`config.mk`:
```
export PLATFORM = sky130hd
export DESIGN_NAME = multicycle_control
export DESIGN_NICKNAME = d
export VERILOG_FILES = /design/src/rtl/mc_ctrl_pkg.sv /design/src/rtl/mc_decode.sv /design/src/rtl/multicycle_control.sv
export SDC_FILE = /design/constraint.sdc
export NUM_CORES = 1
export LEC_CHECK = 0
export ABC_AREA = 1
export BUFFER_PORTS_ARGS = -buffer_cell sky130_fd_sc_hd__buf_2
export CAP_MARGIN = 25
export CORE_MARGIN = 5
export CORE_UTILIZATION = 55
export CTS_CLUSTER_DIAMETER = 80
export DETAILED_ROUTE_END_ITERATION = 10
export PLACE_DENSITY = 0.94
export SYNTH_ARGS = -nofsm -noshare
export SYNTH_HDL_FRONTEND = slang
export SYNTH_SLANG_ARGS = --single-unit
export TNS_END_PERCENT = 1
```
`constraint.sdc`:
```
create_clock -name clk -period 5.6 [get_ports clk]
set_clock_uncertainty 0.2 [all_clocks]
set_input_delay 1.68 -clock clk [delete_from_list [all_inputs] [get_ports clk]]
set_output_delay 1.68 -clock clk [all_outputs]
set_load 0.02 [all_outputs]
```
`src/rtl/mc_ctrl_pkg.sv`:
```
// Shared definitions for the multicycle control unit: FSM state encoding,
// instruction opcodes, ALU operation codes, write-back selects and the
// decoded-instruction record produced by mc_decode.
package mc_ctrl_pkg;

    typedef enum logic [2:0] {
        S_FETCH  = 3'd0,
        S_DECODE = 3'd1,
        S_EXEC   = 3'd2,
        S_MEM    = 3'd3,
        S_WB     = 3'd4,
        S_TRAP   = 3'd5
    } state_t;

    // Path class of an instruction through the FSM
    typedef enum logic [2:0] {
        C_ALU = 3'd0,
        C_LW  = 3'd1,
        C_SW  = 3'd2,
        C_BEQ = 3'd3,
        C_J   = 3'd4,
        C_JAL = 3'd5,
        C_ILL = 3'd6
    } op_class_t;

    localparam logic [4:0] OP_ADD   = 5'b00000;
    localparam logic [4:0] OP_SLI   = 5'b00001;
    localparam logic [4:0] OP_J     = 5'b00010;
    localparam logic [4:0] OP_JAL   = 5'b00011;
    localparam logic [4:0] OP_LW    = 5'b00100;
    localparam logic [4:0] OP_SW    = 5'b00101;
    localparam logic [4:0] OP_BEQ   = 5'b00110;
    localparam logic [4:0] OP_ADDI  = 5'b00111;
    localparam logic [4:0] OP_SLTI  = 5'b01000;
    localparam logic [4:0] OP_SLTIU = 5'b01001;
    localparam logic [4:0] OP_ORI   = 5'b01010;
    localparam logic [4:0] OP_XORI  = 5'b01011;

    localparam logic [3:0] ALU_ADD  = 4'b0000;
    localparam logic [3:0] ALU_SUB  = 4'b0001;
    localparam logic [3:0] ALU_SLL  = 4'b0010;
    localparam logic [3:0] ALU_IMM  = 4'b0011;
    localparam logic [3:0] ALU_OR   = 4'b0101;
    localparam logic [3:0] ALU_XOR  = 4'b0110;
    localparam logic [3:0] ALU_SLTU = 4'b1000;

    localparam logic [1:0] RD_RT = 2'b00;
    localparam logic [1:0] RD_RD = 2'b01;
    localparam logic [1:0] RD_RA = 2'b10;

    localparam logic [1:0] WB_ALU = 2'b00;
    localparam logic [1:0] WB_MEM = 2'b01;
    localparam logic [1:0] WB_PC  = 2'b10;

    typedef struct packed {
        op_class_t  cls;
        logic [3:0] alu_op;
        logic       alu_src;
        logic       sign_or_zero;
        logic [1:0] reg_dst;
        logic [1:0] mem_to_reg;
    } dec_t;

endpackage

```
`src/rtl/mc_decode.sv`:
```
// Combinational opcode lookup: maps a 5-bit opcode to its FSM path class and
// the datapath field values used from EXEC through WB.
// Ports: op (opcode in), dec (decoded record out).
module mc_decode
    import mc_ctrl_pkg::*;
(
    input  logic [4:0] op,
    output dec_t       dec
);

    // Opcode table; anything not listed decodes as illegal with neutral fields
    always_comb begin
        dec.cls          = C_ILL;
        dec.alu_op       = ALU_ADD;
        dec.alu_src      = 1'b0;
        dec.sign_or_zero = 1'b1;
        dec.reg_dst      = RD_RT;
        dec.mem_to_reg   = WB_ALU;
        case (op)
            OP_ADD:   begin dec.cls = C_ALU; dec.reg_dst = RD_RD; end
            OP_SLI:   begin dec.cls = C_ALU; dec.alu_op = ALU_SLL;  dec.alu_src = 1'b1; dec.sign_or_zero = 1'b0; end
            OP_ADDI:  begin dec.cls = C_ALU; dec.alu_op = ALU_IMM;  dec.alu_src = 1'b1; end
            OP_SLTI:  begin dec.cls = C_ALU; dec.alu_op = ALU_IMM;  dec.alu_src = 1'b1; end
            OP_SLTIU: begin dec.cls = C_ALU; dec.alu_op = ALU_SLTU; dec.alu_src = 1'b1; end
            OP_ORI:   begin dec.cls = C_ALU; dec.alu_op = ALU_OR;   dec.alu_src = 1'b1; dec.sign_or_zero = 1'b0; end
            OP_XORI:  begin dec.cls = C_ALU; dec.alu_op = ALU_XOR;  dec.alu_src = 1'b1; dec.sign_or_zero = 1'b0; end
            OP_LW:    begin dec.cls = C_LW;  dec.alu_op = ALU_IMM;  dec.alu_src = 1'b1; dec.mem_to_reg = WB_MEM; end
            OP_SW:    begin dec.cls = C_SW;  dec.alu_op = ALU_IMM;  dec.alu_src = 1'b1; end
            OP_BEQ:   begin dec.cls = C_BEQ; dec.alu_op = ALU_SUB; end
            OP_J:     begin dec.cls = C_J; end
            OP_JAL:   begin dec.cls = C_JAL; dec.reg_dst = RD_RA; dec.mem_to_reg = WB_PC; end
            default:  begin dec.cls = C_ILL; end
        endcase
    end

endmodule

```
`src/rtl/multicycle_control.sv`:
```
// Multicycle processor control FSM (FETCH/DECODE/EXEC/MEM/WB[/TRAP]) with a
// memory wait watchdog that raises bus_err after WAIT_MAX stalled cycles.
// Ports: clk, reset_n (async active-low); opcode, zero, mem_ready in;
// datapath strobes, reg_dst/mem_to_reg/alu_op selects, state, instr_done,
// bus_err out; illegal_op out only when MC_CTRL_ILLEGAL_TRAP_EN is defined
// (undefined opcodes then trap instead of executing as a NOP).
// Strobes are decoded from the state register and are forced low while
// reset_n is low, so they drop asynchronously with reset.
module multicycle_control
    import mc_ctrl_pkg::*;
#(
    parameter int WAIT_MAX = 15
) (
    input  logic       clk,
    input  logic       reset_n,
    input  logic [4:0] opcode,
    input  logic       zero,
    input  logic       mem_ready,
    output logic       pc_write,
    output logic       ir_write,
    output logic       jump,
    output logic       branch,
    output logic       mem_read,
    output logic       mem_write,
    output logic       alu_src,
    output logic       reg_write,
    output logic       sign_or_zero,
    output logic [1:0] reg_dst,
    output logic [1:0] mem_to_reg,
    output logic [3:0] alu_op,
    output logic [2:0] state,
    output logic       instr_done,
    output logic       bus_err
`ifdef MC_CTRL_ILLEGAL_TRAP_EN
    ,
    output logic       illegal_op
`endif
);

    localparam int CW = $clog2(WAIT_MAX + 1);

    state_t        state_r;
    state_t        next_state_s;
    logic [4:0]    op_q_r;
    logic [CW-1:0] wait_cnt_r;
    logic [CW-1:0] wait_cnt_s;
    logic [4:0]    dec_op_s;
    dec_t          dec_s;
    logic          mem_phase_s;
    logic          timeout_s;

    // In DECODE the live opcode is decoded; afterwards the latched copy is used
    assign dec_op_s = (state_r == S_DECODE) ? opcode : op_q_r;

    mc_decode u_decode (
        .op  (dec_op_s),
        .dec (dec_s)
    );

    assign mem_phase_s = (state_r == S_FETCH) || (state_r == S_MEM);
    // A ready in the limit cycle wins over the timeout
    assign timeout_s   = mem_phase_s && !mem_ready && (wait_cnt_r == CW'(WAIT_MAX));
    assign state       = state_r;

    // Next-state, strobe decode and wait counter update
    always_comb begin
        next_state_s = state_r;
        wait_cnt_s   = {CW{1'b0}};
        pc_write     = 1'b0;
        ir_write     = 1'b0;
        jump         = 1'b0;
        branch       = 1'b0;
        mem_read     = 1'b0;
        mem_write    = 1'b0;
        alu_src      = 1'b0;
        reg_write    = 1'b0;
        sign_or_zero = 1'b1;
        reg_dst      = RD_RT;
        mem_to_reg   = WB_ALU;
        alu_op       = ALU_ADD;
        instr_done   = 1'b0;
        bus_err      = 1'b0;
        if (!reset_n) begin
            next_state_s = S_FETCH;
        end else begin
            // Counter only runs while a memory access is stalled; a timeout restarts it
            if (mem_phase_s && !mem_ready && !timeout_s) begin
                wait_cnt_s = wait_cnt_r + CW'(1);
            end else begin
                wait_cnt_s = {CW{1'b0}};
            end
            case (state_r)
                S_FETCH: begin
                    if (timeout_s) begin
                        bus_err = 1'b1;
                    end else begin
                        mem_read = 1'b1;
                        ir_write = mem_ready;
                        pc_write = mem_ready;
                        if (mem_ready) begin
                            next_state_s = S_DECODE;
                        end else begin
                            next_state_s = S_FETCH;
                        end
                    end
                end
                S_DECODE: begin
                    case (dec_s.cls)
                        C_J: begin
                            jump         = 1'b1;
                            pc_write     = 1'b1;
                            instr_done   = 1'b1;
                            next_state_s = S_FETCH;
                        end
                        C_JAL: begin
                            jump         = 1'b1;
                            pc_write     = 1'b1;
                            next_state_s = S_WB;
                        end
                        C_ILL: begin
`ifdef MC_CTRL_ILLEGAL_TRAP_EN
                            next_state_s = S_TRAP;
`else
                            instr_done   = 1'b1;
                            next_state_s = S_FETCH;
`endif
                        end
                        default: next_state_s = S_EXEC;
                    endcase
                end
                S_EXEC: begin
                    alu_op       = dec_s.alu_op;
                    alu_src      = dec_s.alu_src;
                    sign_or_zero = dec_s.sign_or_zero;
                    case (dec_s.cls)
                        C_BEQ: begin
                            branch       = 1'b1;
                            pc_write     = zero;
                            instr_done   = 1'b1;
                            next_state_s = S_FETCH;
                        end
                        C_LW:    next_state_s = S_MEM;
                        C_SW:    next_state_s = S_MEM;
                        default: next_state_s = S_WB;
                    endcase
                end
                S_MEM: begin
                    alu_op       = dec_s.alu_op;
                    alu_src      = dec_s.alu_src;
                    sign_or_zero = dec_s.sign_or_zero;
                    if (timeout_s) begin
                        // Abandon the access: no strobes, no write-back
                        bus_err      = 1'b1;
                        next_state_s = S_FETCH;
                    end else begin
                        mem_read  = (dec_s.cls == C_LW);
                        mem_write = (dec_s.cls == C_SW);
                        if (!mem_ready) begin
                            next_state_s = S_MEM;
                        end else if (dec_s.cls == C_LW) begin
                            next_state_s = S_WB;
                        end else begin
                            instr_done   = 1'b1;
                            next_state_s = S_FETCH;
                        end
                    end
                end
                S_WB: begin
                    alu_op       = dec_s.alu_op;
                    alu_src      = dec_s.alu_src;
                    sign_or_zero = dec_s.sign_or_zero;
                    reg_write    = 1'b1;
                    reg_dst      = dec_s.reg_dst;
                    mem_to_reg   = dec_s.mem_to_reg;
                    instr_done   = 1'b1;
                    next_state_s = S_FETCH;
                end
                S_TRAP:  next_state_s = S_TRAP;
                default: next_state_s = S_FETCH;
            endcase
        end
    end

    // State, latched opcode and wait counter registers
    always_ff @(posedge clk or negedge reset_n) begin
        if (!reset_n) begin
            state_r    <= S_FETCH;
            op_q_r     <= 5'b00000;
            wait_cnt_r <= {CW{1'b0}};
        end else begin
            state_r    <= next_state_s;
            wait_cnt_r <= wait_cnt_s;
            if (state_r == S_DECODE) begin
                op_q_r <= opcode;
            end else begin
                op_q_r <= op_q_r;
            end
        end
    end

`ifdef MC_CTRL_ILLEGAL_TRAP_EN
    // Sticky illegal-opcode flag, cleared only by reset
    always_ff @(posedge clk or negedge reset_n) begin
        if (!reset_n) begin
            illegal_op <= 1'b0;
        end else if ((state_r == S_DECODE) && (dec_s.cls == C_ILL)) begin
            illegal_op <= 1'b1;
        end else begin
            illegal_op <= illegal_op;
        end
    end
`endif

endmodule

```
==> results of run 1 <==
==> cells by family (layout without fill, tap and decap cells) <==
logic type / Yosys count / in the layout / share of synthesized area
compound gates: 12 / 12 / 0.0802
flops: 12 / 12 / 0.279
xor+xnor: 1 / 1 / 0.00814
fa+ha+maj: 1 / 1 / 0.0116
simple gates: 111 / 111 / 0.479
buf+inv: 39 / 73 / 0.142
==> how the worst min path moves through the flow <==
| stage | start | endpoint | cells past startpoint |
|---|---|---|---|
| finish | wait_cnt_r[0] | wait_cnt_r[0] | 1 |
| floorplan | wait_cnt_r[0] | wait_cnt_r[0] | 1 |
| CTS | wait_cnt_r[0] | wait_cnt_r[0] | 1 |
| global placement | wait_cnt_r[0] | wait_cnt_r[0] | 1 |
| global route | wait_cnt_r[0] | wait_cnt_r[0] | 1 |
| detailed placement | wait_cnt_r[0] | wait_cnt_r[0] | 1 |
==> power groups by stage <==
stage,combinational (mW),sequential (mW),clock (mW)
global placement,0.307,0.127,0
global route,0.357,0.130,0.0731
detailed placement,0.313,0.128,0
CTS,0.315,0.127,0.0694
floorplan,0.246,0.128,0
finish,0.317,0.127,0.0677
==> registers in the layout, indices dropped and copies added, names as in the netlist <==
name / count
wait_cnt_r: 4
state: 3
op_q_r: 5
==> worst register-to-register path, stage by stage, from the launching register on <==
cell	delay (ns)
dfrtp_1	0.51
inv_1	0.09
nor2_2	0.22
nand3_1	0.11
nand2_1	0.12
nand2_2	0.08
nor2_2	0.14
nand2_2	0.10
nand2_1	0.07
nand2_1	0.06
nand2_1	0.08
nand3_1	0.08
nand3_1	0.09
nand2_1	0.05
inv_1	0.05
==> cells in the final DEF, fill, tap and decap left out, drive strengths merged <==
master / instances
xor2: 1
nand3: 20
a221oi: 1
o22ai: 1
inv: 38
a31oi: 1
dfrtp: 12
a41oi: 1
buf: 31
nand2: 50
o211ai: 1
a211oi: 1
nor3: 6
nor2: 33
ha: 1
a21oi: 4
nand4: 1
nor3b: 1
clkbuf: 4
o21ai: 2
==> per-stage QoR <==
step,utilization,std cells,instance area [µm²],worst slack (ns),power [mW]
after floorplan,-,176,1080,0.859,0.374
after global placement,0.656,233,1260,0.786,0.434
after detailed placement,0.656,233,1260,0.769,0.441
after CTS,0.674,237,1300,0.761,0.511
after global routing,0.674,237,1300,0.593,0.560
final,0.674,237,1300,0.755,0.511
==> layout make-up <==
type	count	area (µm²)	area share
Timing Repair Buffer	31	158	0.122
Tap cell	27	33.8	0.0261
Inverter	38	145	0.112
Clock buffer	4	36.3	0.0280
Sequential cell	12	300	0.232
Multi-Input combinational cell	125	623	0.481
==> per-layer routing <==
layer | vias up | GRT usage | share of wire
met5 | - | 0 | 0
met4 | 0 | 0.0332 | 0.0065
met3 | 4 | 0.0436 | 0.066
met2 | 33 | 0.386 | 0.53
met1 | 557 | 0.242 | 0.40
li1 | 618 | - | -
==> out/metrics.yaml, run 1 <==
clock_tree:
  h-tree-depth: 1
  cts_hold_buf: 0
  ctsRootBufferMaster: "clkbuf_4"
  cts_buffers: 3
  cts_tree: "yes"
  clk_path_buf_depth: 2
  postCtsSetupBuffers: 0
  cts_resized: 0
  clk_pin_slew_ns: 0.07
  clock_latency_ns: 0.27
  cts.sinks: 12
global_route:
  grt_max_degree: 19
  antenna_found_initial: 0
  grt.total_usage: 0.206
  first_global_vias: 1105
  overflow: 0
  grt_pass1_wl_um: 4530
setup_path:
  cp-start-kind: "primary input"
  timing.rr.start: "state[0]"
  slowest_delay_ns: 0.15
  critical_path.cell_chain: "buf_2 > nand4_1 > nand2_4 > nand2_2 > nor2_2 > nand2_2 > nand2_1 > nand2_1 > nand2_1 > nand2_1 > nand2_1 > nand3_1 > nand2_1 > inv_1 > buf_2"
  path_common_cell: "nand2_1"
  cp-end-kind: "output pin"
  cp.required_ns: 3.72
  crit_fanout: 5
  worst_ep_arrival_time_ns: 2.97
  crit_end: "instr_done"
  regToRegSetupSlack_ns: 3.50
  critPathBufInv: 3
  crit_slowest_cell: "buf_2"
  rr_endpoint: "state[1]"
  crit_family: "simple AND/OR/NAND/NOR gates"
  cp_num_cells: 15
  cp-startpoint: "opcode[2]"
  r2r_cells: 14
  path_class: "in2out"
cells_and_area:
  n_antenna_cell: 0
  area_growth_syn_to_layout_pct: 20.5
  fill_cells: 198
  layout-drive-gt1-share: 0.262
  nNetsFinal: 221
sta:
  fmax_mhz: 206
  period_needed_ns: 4.85
  fin_setup_tns_ns: 0
  worst_pin_slew_ns: 0.364
  rsz0062_at_grt: "false"
  relSlewSlack: 0.755
  whs_ns: 0.278
  hold_viol: 0
  drv_slew: 0
  setup_viol: 0
  timing.final.crit_share: 0.865
route:
  dr.pass1.iters: 4
  viasPerCell: 5.11
  drt_iter0_markers: 26
  ant_nets: 0
  wl_um: 2630
  drc: 0
  routedWlPerCell_um: 11.1
  via_count: 1212
power_and_ir_drop:
  swShare: 0.517
  pwr-share-clk: 0.132
  p_seq_frac: 0.248
  internal_power_mw: 0.247
  powerDensity_nw_per_um2: 395
  pwr-share-comb: 0.620
  p_leak_nw: 0.789
  netSwitchingPower_mw: 0.264
  vdd_drop_max_mv: 0.266
floorplanning:
  fp.dieH_um: 54.2
  die_area_um2: 2940
  die_x_um: 54.2
  ios: 31
  start_util: 0.560
  rows: 16
  core_area_um2: 1920
placement:
  io_buffers: 30
  dp_hpwl_um: 2140
  place_congestion: 0.867
synthesis:
  synth.most_common_cell: "nand2_1"
  synth_top_flop_cell: "dfrtp_1"
  synth_top_area_share: 0.279
  synth_top_cells_by_count: "41 x nand2_1, 34 x inv_1, 29 x nor2_1"
  netlist_top_cells_area: "dfrtp_1 28%, nand2_1 14%, inv_1 12%"
  synthArstFlopShare: 1.00
  syn_avg_cell_area_um2: 6.11
  synth.ff_latch_count: 12
  ys_types: 27
  synth.largest_area_cell: "dfrtp_1"
  synth_edf_count: 0
  syn_area_um2: 1080
  synth_nets: 186
  synth_warnings: 0
  seq_area_frac_synth: 0.279
  syn_inst: 176
min_path:
  hold_class: "reg2reg"
run:
  maxCapViolCount: 0
run_status:
  status: "complete, no violations"
Power figures use the tool's default switching activity.
==> run 2: changes to the inputs <==
--- a/config.mk
+++ b/config.mk
@@ -9,10 +9,11 @@
 export BUFFER_PORTS_ARGS = -buffer_cell sky130_fd_sc_hd__buf_2
 export CAP_MARGIN = 25
 export CORE_MARGIN = 5
-export CORE_UTILIZATION = 55
+export CORE_UTILIZATION = 40
 export CTS_CLUSTER_DIAMETER = 80
 export DETAILED_ROUTE_END_ITERATION = 10
-export PLACE_DENSITY = 0.94
+export PLACE_DENSITY = 0.74
+export SLEW_MARGIN = 15
 export SYNTH_ARGS = -nofsm -noshare
 export SYNTH_HDL_FRONTEND = slang
 export SYNTH_SLANG_ARGS = --single-unit
==> run 2 against run 1 <==
Against the previous run:
- clock power rose by 4.0%
- global-route usage decreased by 4.8 points
- utilization decreased by 16 points
- highest routed layer unchanged
==> out/metrics.yaml, run 2 (same netlist as run 1, synthesis figures left out) <==
run_status:
  status: "complete, no violations"
floorplanning:
  start_util: 0.427  # -0.133
  core_area_um2: 2520  # +31%
  fp.dieH_um: 61.9  # +14%
  die_x_um: 61.9  # +14%
  rows: 18  # +2
  die_area_um2: 3830  # +30%
  ios: 31  # unchanged
sta:
  setup_viol: 0  # unchanged
  hold_viol: 0  # unchanged
  whs_ns: 0.278  # -0.000559 ns
  period_needed_ns: 4.80  # -0.0450 ns
  rsz0062_at_grt: "false"
  fmax_mhz: 208  # +0.94%
  worst_pin_slew_ns: 0.305  # -0.0588 ns
  timing.final.crit_share: 0.857  # -0.00803
  fin_setup_tns_ns: 0  # unchanged
  relSlewSlack: 0.795  # +0.0395
  drv_slew: 0  # unchanged
placement:
  dp_cells: 236  # +1.3%
  io_buffers: 30  # unchanged
  dpl_cell_area_um2: 1260  # +0.30%
  dp_hpwl_um: 2210  # +3.2%
  place_congestion: 0.929  # +7.1%
clock_tree:
  cts.sinks: 12  # unchanged
  ctsRootBufferMaster: "clkbuf_4"
  cts_buffers: 3  # unchanged
  cts_resized: 0  # unchanged
  postCtsSetupBuffers: 0  # unchanged
  clk_path_buf_depth: 2  # unchanged
  h-tree-depth: 1  # unchanged
  clk_pin_slew_ns: 0.07  # about the same
  cts_hold_buf: 0  # unchanged
  cts_tree: "yes"
  clock_latency_ns: 0.28  # about the same
cells_and_area:
  largest_reg_flops: 5  # unchanged
  nNetsFinal: 221  # unchanged
  mostFrequentLayoutCell: "nand2_1"
  mostFrequentLayoutCells: "41 x nand2_1, 34 x inv_1, 30 x buf_2"
  instances_no_fill: 240  # +1.3%
  final_area_um2: 1300  # +0.29%
  largest_register: "op_q_r"
  fill_cells: 267  # +35%
  area_growth_syn_to_layout_pct: 20.8
  n_antenna_cell: 0  # unchanged
  layout-drive-gt1-share: 0.262  # unchanged
route:
  via_count: 1176  # -3.0%
  drt_iter0_markers: 46  # +77%
  wl_um: 2710  # +3.0%
  dr.pass1.iters: 4  # unchanged
  routedWlPerCell_um: 11.3  # +1.8%
  drc: 0  # unchanged
  ant_nets: 0  # unchanged
  viasPerCell: 4.90  # -4.2%
setup_path:
  cp-end-kind: "output pin"
  worst_ep_arrival_time_ns: 2.92  # -0.05 ns
  path_class: "in2out"
  cp-start-kind: "primary input"
  critical_path.cell_chain: "buf_2 > nand4_1 > nand2_4 > nand2_2 > nor2_2 > nand2_2 > nand2_1 > nand2_1 > nand2_1 > nand2_1 > nand2_1 > nand3_1 > nand2_1 > inv_1 > buf_2"
  path_common_cell: "nand2_1"
  crit_fanout: 5  # unchanged
  cp.required_ns: 3.72  # about the same
  crit_slowest_cell: "buf_2"
  slowest_delay_ns: 0.15  # about the same
global_route:
  overflow: 0  # unchanged
  antenna_found_initial: 0  # unchanged
  first_global_vias: 1096  # -0.81%
  grt_max_degree: 19  # unchanged
  grt_pass1_wl_um: 4550  # +0.46%
  grt.total_usage: 0.158  # -0.0482
power_and_ir_drop:
  powerDensity_nw_per_um2: 392  # -0.59%
  p_leak_nw: 0.789  # unchanged
  vdd_drop_max_mv: 0.215  # -19%
  power_mw: 0.510  # -0.31%
min_path:
  hold_class: "reg2reg"
run:
  maxCapViolCount: 0  # unchanged
run 2: cell counts in the layout (fill, tap and decap cells not counted):
No cell type changed its count.
run 2: worst paths after layout:
path	start	end	slack [ns]	cells past startpoint
max in group asynchronous	reset_n	state[0]	3.86	2
worst min register to register	wait_cnt_r[0]	wait_cnt_r[0]	0.28	1
min in group asynchronous	reset_n	op_q_r[0]	1.15	2
worst max-delay path	opcode[2]	instr_done	0.80	15
worst min-delay path	wait_cnt_r[0]	wait_cnt_r[0]	0.28	1
worst max register to register	state[0]	state[1]	3.54	14
run 2: power breakdown:
part           switching (mW)  total [mW]  internal [mW]
sequential             0.0172       0.127          0.109
combinational           0.215       0.313         0.0982
clock                  0.0308      0.0704         0.0396
run 2: cell type report:
type	count	area, µm²	share of cell area
timing repair buffer	31	158	0.121
tap	30	37.5	0.0289
clock buffer	4	36.3	0.0279
inverter	38	145	0.112
sequential	12	300	0.231
multi-input combinational	125	623	0.479
run 2: per-layer routing:
layer,vias up,global-route usage,part of all wire
met5,-,0,0
met4,0,0.0515,0.0070
met3,3,0.0310,0.038
met2,23,0.284,0.53
met1,542,0.188,0.43
li1,608,-,-
run 2: critical path: cells and delay by family:
family	cells	cell delay, ns
buf+inv	3	0.26
simple gates	12	0.98
run 2: stage by stage:
step / utilization / setup WS [ns]
finish: 0.515 / 0.799
global route: 0.515 / 0.657
CTS: 0.515 / 0.799
detailed placement: 0.501 / 0.804
global placement: 0.501 / 0.783
floorplan: - / 0.859
==> run 3: changes to the inputs <==
--- a/config.mk
+++ b/config.mk
@@ -16,5 +16,6 @@
 export SLEW_MARGIN = 15
 export SYNTH_ARGS = -nofsm -noshare
 export SYNTH_HDL_FRONTEND = slang
+export SYNTH_HIERARCHICAL = 1
 export SYNTH_SLANG_ARGS = --single-unit
 export TNS_END_PERCENT = 1
==> run 3 against run 2 <==
Against the previous run:
- setup slack got worse by 0.49 ns
- sequential power about the same
- design area increased by 1.3%
- sequential share of layout area decreased by 0.29 points
- non-clock buffer count unchanged
- fmax decreased by 9.3%
- utilization increased by 0.64 points
- final cell count increased by 3.8%
- sequential cell count unchanged
- largest power group unchanged
==> out/metrics.yaml, run 3 <==
run_status:
  status: "complete, no violations"
placement:
  io_buffers: 30  # unchanged
  dp_hpwl_um: 2030  # -8.3%
  dp_cells: 245  # +3.8%
  place_congestion: 0.787  # -15%
  place_ws_ns: 0.255  # -0.549 ns
route:
  route.met2.wl_um: 1130  # -21%
  m1WireLength_um: 1200  # +3.5%
  ant_nets: 0  # unchanged
  via_count: 1151  # -2.1%
  wl_um: 2470  # -9.0%
  wl_met3_um: 128  # +24%
  routedWlPerCell_um: 9.90  # -12%
  viasPerCell: 4.62  # -5.7%
  routed.top_layer: "met4"
  drt_iter0_markers: 77  # +67%
  drc: 0  # unchanged
  dr.pass1.iters: 4  # unchanged
sta:
  fin_setup_tns_ns: 0  # unchanged
  worst_pin_slew_ns: 0.407  # +0.102 ns
  fmax_mhz: 189  # -9.3%
  setup_viol: 0  # unchanged
  setup_slack_ns: 0.305  # -0.494 ns
  timing.final.crit_share: 0.945  # +0.0883
  drv_slew: 0  # unchanged
  relSlewSlack: 0.726  # -0.0684
  rsz0062_at_grt: "false"
  period_needed_ns: 5.29  # +0.494 ns
  hold_viol: 0  # unchanged
cells_and_area:
  mostFrequentLayoutCells: "46 x nand2_1, 42 x nor2_1, 32 x inv_1"
  nNetsFinal: 230  # +4.1%
  instances_no_fill: 249  # +3.8%
  mostFrequentLayoutCell: "nand2_1"
  largest_reg_flops: 5  # unchanged
  n_antenna_cell: 0  # unchanged
  largest_register: "op_q_r"
  layout-drive-gt1-share: 0.233  # -0.0290
  area_growth_syn_to_layout_pct: 22.8
synthesis:
  synthArstFlopShare: 1.00  # unchanged
  synth_edf_count: 0  # unchanged
  ys_types: 24  # -11%
  synth_nets: 194  # +4.3%
  synth_warnings: 6  # +6
  synth.most_common_cell: "nand2_1"
  seq_area_frac_synth: 0.280  # +0.000977
  syn_inst: 184  # +4.5%
  synth_top_cells_by_count: "51 x nand2_1, 42 x nor2_1, 32 x inv_1"
  syn_area_um2: 1070  # -0.35%
  synth.ff_latch_count: 12  # unchanged
  synth.largest_area_cell: "dfrtp_1"
  syn_avg_cell_area_um2: 5.83  # -4.7%
  synth_top_area_share: 0.280  # +0.000977
  netlist_top_cells_area: "dfrtp_1 28%, nand2_1 18%, nor2_1 15%"
  synth_top_flop_cell: "dfrtp_1"
clock_tree:
  clk_path_buf_depth: 2  # unchanged
  cts_hold_buf: 0  # unchanged
  clk_pin_slew_ns: 0.07  # about the same
  ctsRootBufferMaster: "clkbuf_4"
  cts_tree: "yes"
  postCtsSetupBuffers: 0  # unchanged
  cts_buffers: 3  # unchanged
  cts.sinks: 12  # unchanged
  h-tree-depth: 1  # unchanged
  clock_latency_ns: 0.27  # about the same
  cts_resized: 0  # unchanged
floorplanning:
  rows: 18  # unchanged
  die_x_um: 61.8  # -0.15%
  die_area_um2: 3820  # -0.29%
  fp.dieH_um: 61.8  # -0.15%
  start_util: 0.425  # -0.00149
  ios: 31  # unchanged
  core_area_um2: 2520  # unchanged
run:
  maxCapViolCount: 0  # unchanged
setup_path:
  r2r_cells: 20  # +6
  critPathBufInv: 3  # unchanged
  critical_path.cell_chain: "buf_2 > nand2_1 > nand2_2 > nor2_1 > nand4_1 > nand2_1 > nor2_1 > nand2_1 > nand2_1 > inv_1 > nand3_1 > or2_1 > nor2_1 > buf_2"
  cp_num_cells: 14  # -1
  slowest_delay_ns: 0.21  # +0.06 ns
  timing.rr.start: "state[1]"
  cp-end-kind: "output pin"
  crit_slowest_cell: "nor2_1"
  regToRegSetupSlack_ns: 2.82  # -0.72 ns
  cp-startpoint: "opcode[2]"
  path_class: "in2out"
  cp.required_ns: 3.72  # about the same
  crit_family: "simple AND/OR/NAND/NOR gates"
  crit_fanout: 8  # +3
  rr_endpoint: "state[1]"
  worst_ep_arrival_time_ns: 3.41  # +0.49 ns
  cp-start-kind: "primary input"
  path_common_cell: "nand2_1"
power_and_ir_drop:
  vdd_drop_max_mv: 0.240  # +11%
  powerDensity_nw_per_um2: 493  # +26%
  power_mw: 0.649  # +27%
  p_leak_nw: 0.755  # -4.3%
global_route:
  first_global_vias: 1080  # -1.5%
  overflow: 0  # unchanged
  antenna_found_initial: 0  # unchanged
  grt.total_usage: 0.153  # -0.00495
  grt_max_degree: 19  # unchanged
  grt_pass1_wl_um: 4420  # -2.7%
min_path:
  min_path_cells: 1  # unchanged
  holdCritStartpoint: "wait_cnt_r[0]"
  min_to: "wait_cnt_r[0]"
  hold_class: "reg2reg"
==> run 3: cell count changes after synthesis, moves of 3 or more <==
| cell | previous run | this run |
|---|---|---|
| nor2_1 | 29 | 42 |
| a21oi_1 | 4 | 1 |
| nor3_1 | 5 | 1 |
| nor4_1 | 0 | 3 |
| nand2_2 | 7 | 2 |
| nand2_1 | 41 | 51 |
| nand3_2 | 0 | 3 |
| nor2_2 | 4 | 1 |
==> run 3: per-stage QoR <==
| step | hold WS (ns) | utilization | area (µm²) |
|---|---|---|---|
| 6_report | 0.265 | 0.522 | 1320 |
| 5_1_grt | 0.296 | 0.522 | 1320 |
| 4_1_cts | 0.269 | 0.517 | 1300 |
| 3_5_place_dp | 0.259 | 0.502 | 1270 |
| 3_3_place_gp | 0.252 | 0.502 | 1270 |
| 2_1_floorplan | 0.232 | - | 1070 |
==> run 3: how the worst max path moves through the flow <==
stage	slack (ns)	to
6_report	0.31	mem_write
5_1_grt	0.04	instr_done
4_1_cts	0.24	mem_write
3_5_place_dp	0.26	mem_write
3_3_place_gp	0.28	instr_done
2_1_floorplan	0.49	mem_write
==> run 3: cell type report <==
cell class | count | area, µm²
clock buffer | 4 | 36.3
fill | 274 | 1210
inverter | 33 | 124
multi-input combinational | 139 | 661
sequential | 12 | 300
tap | 30 | 37.5
timing repair buffer | 31 | 158
==> run 3: layer usage <==
metal / GRT usage / up-vias
met4: 0.0273 / 0
met3: 0.0372 / 2
li1: - / 640
met1: 0.208 / 486
met2: 0.251 / 23
met5: 0 / -
==> run 3: where the power goes <==
part	internal [mW]	switching [mW]
registers	0.111	0.0146
clock network	0.0395	0.0279
logic	0.131	0.326
==> run 3: cell families after synthesis <==
kind of cell,share of synthesized area
xor+xnor,0.0163
flops,0.280
compound gates,0.0490
simple gates,0.527
fa+ha+maj,0.0117
buf+inv,0.116
==> run 3: worst register-to-register path, stage by stage, from the launching register on <==
cell and delay (ns):
dfrtp_1 0.43, inv_2 0.09, nand2_1 0.08, nor2_4 0.23, inv_1 0.15, nand2_1 0.11, nand2_2 0.12, nand2_1 0.14
inv_1 0.07, nand3_1 0.10, nand3_1 0.10, nor2_1 0.09, nand2_1 0.07, nand2_1 0.15, inv_1 0.11, nor2_1 0.14
inv_1 0.05, nand3_1 0.09, nand3_1 0.08, nand2_1 0.06, inv_1 0.04
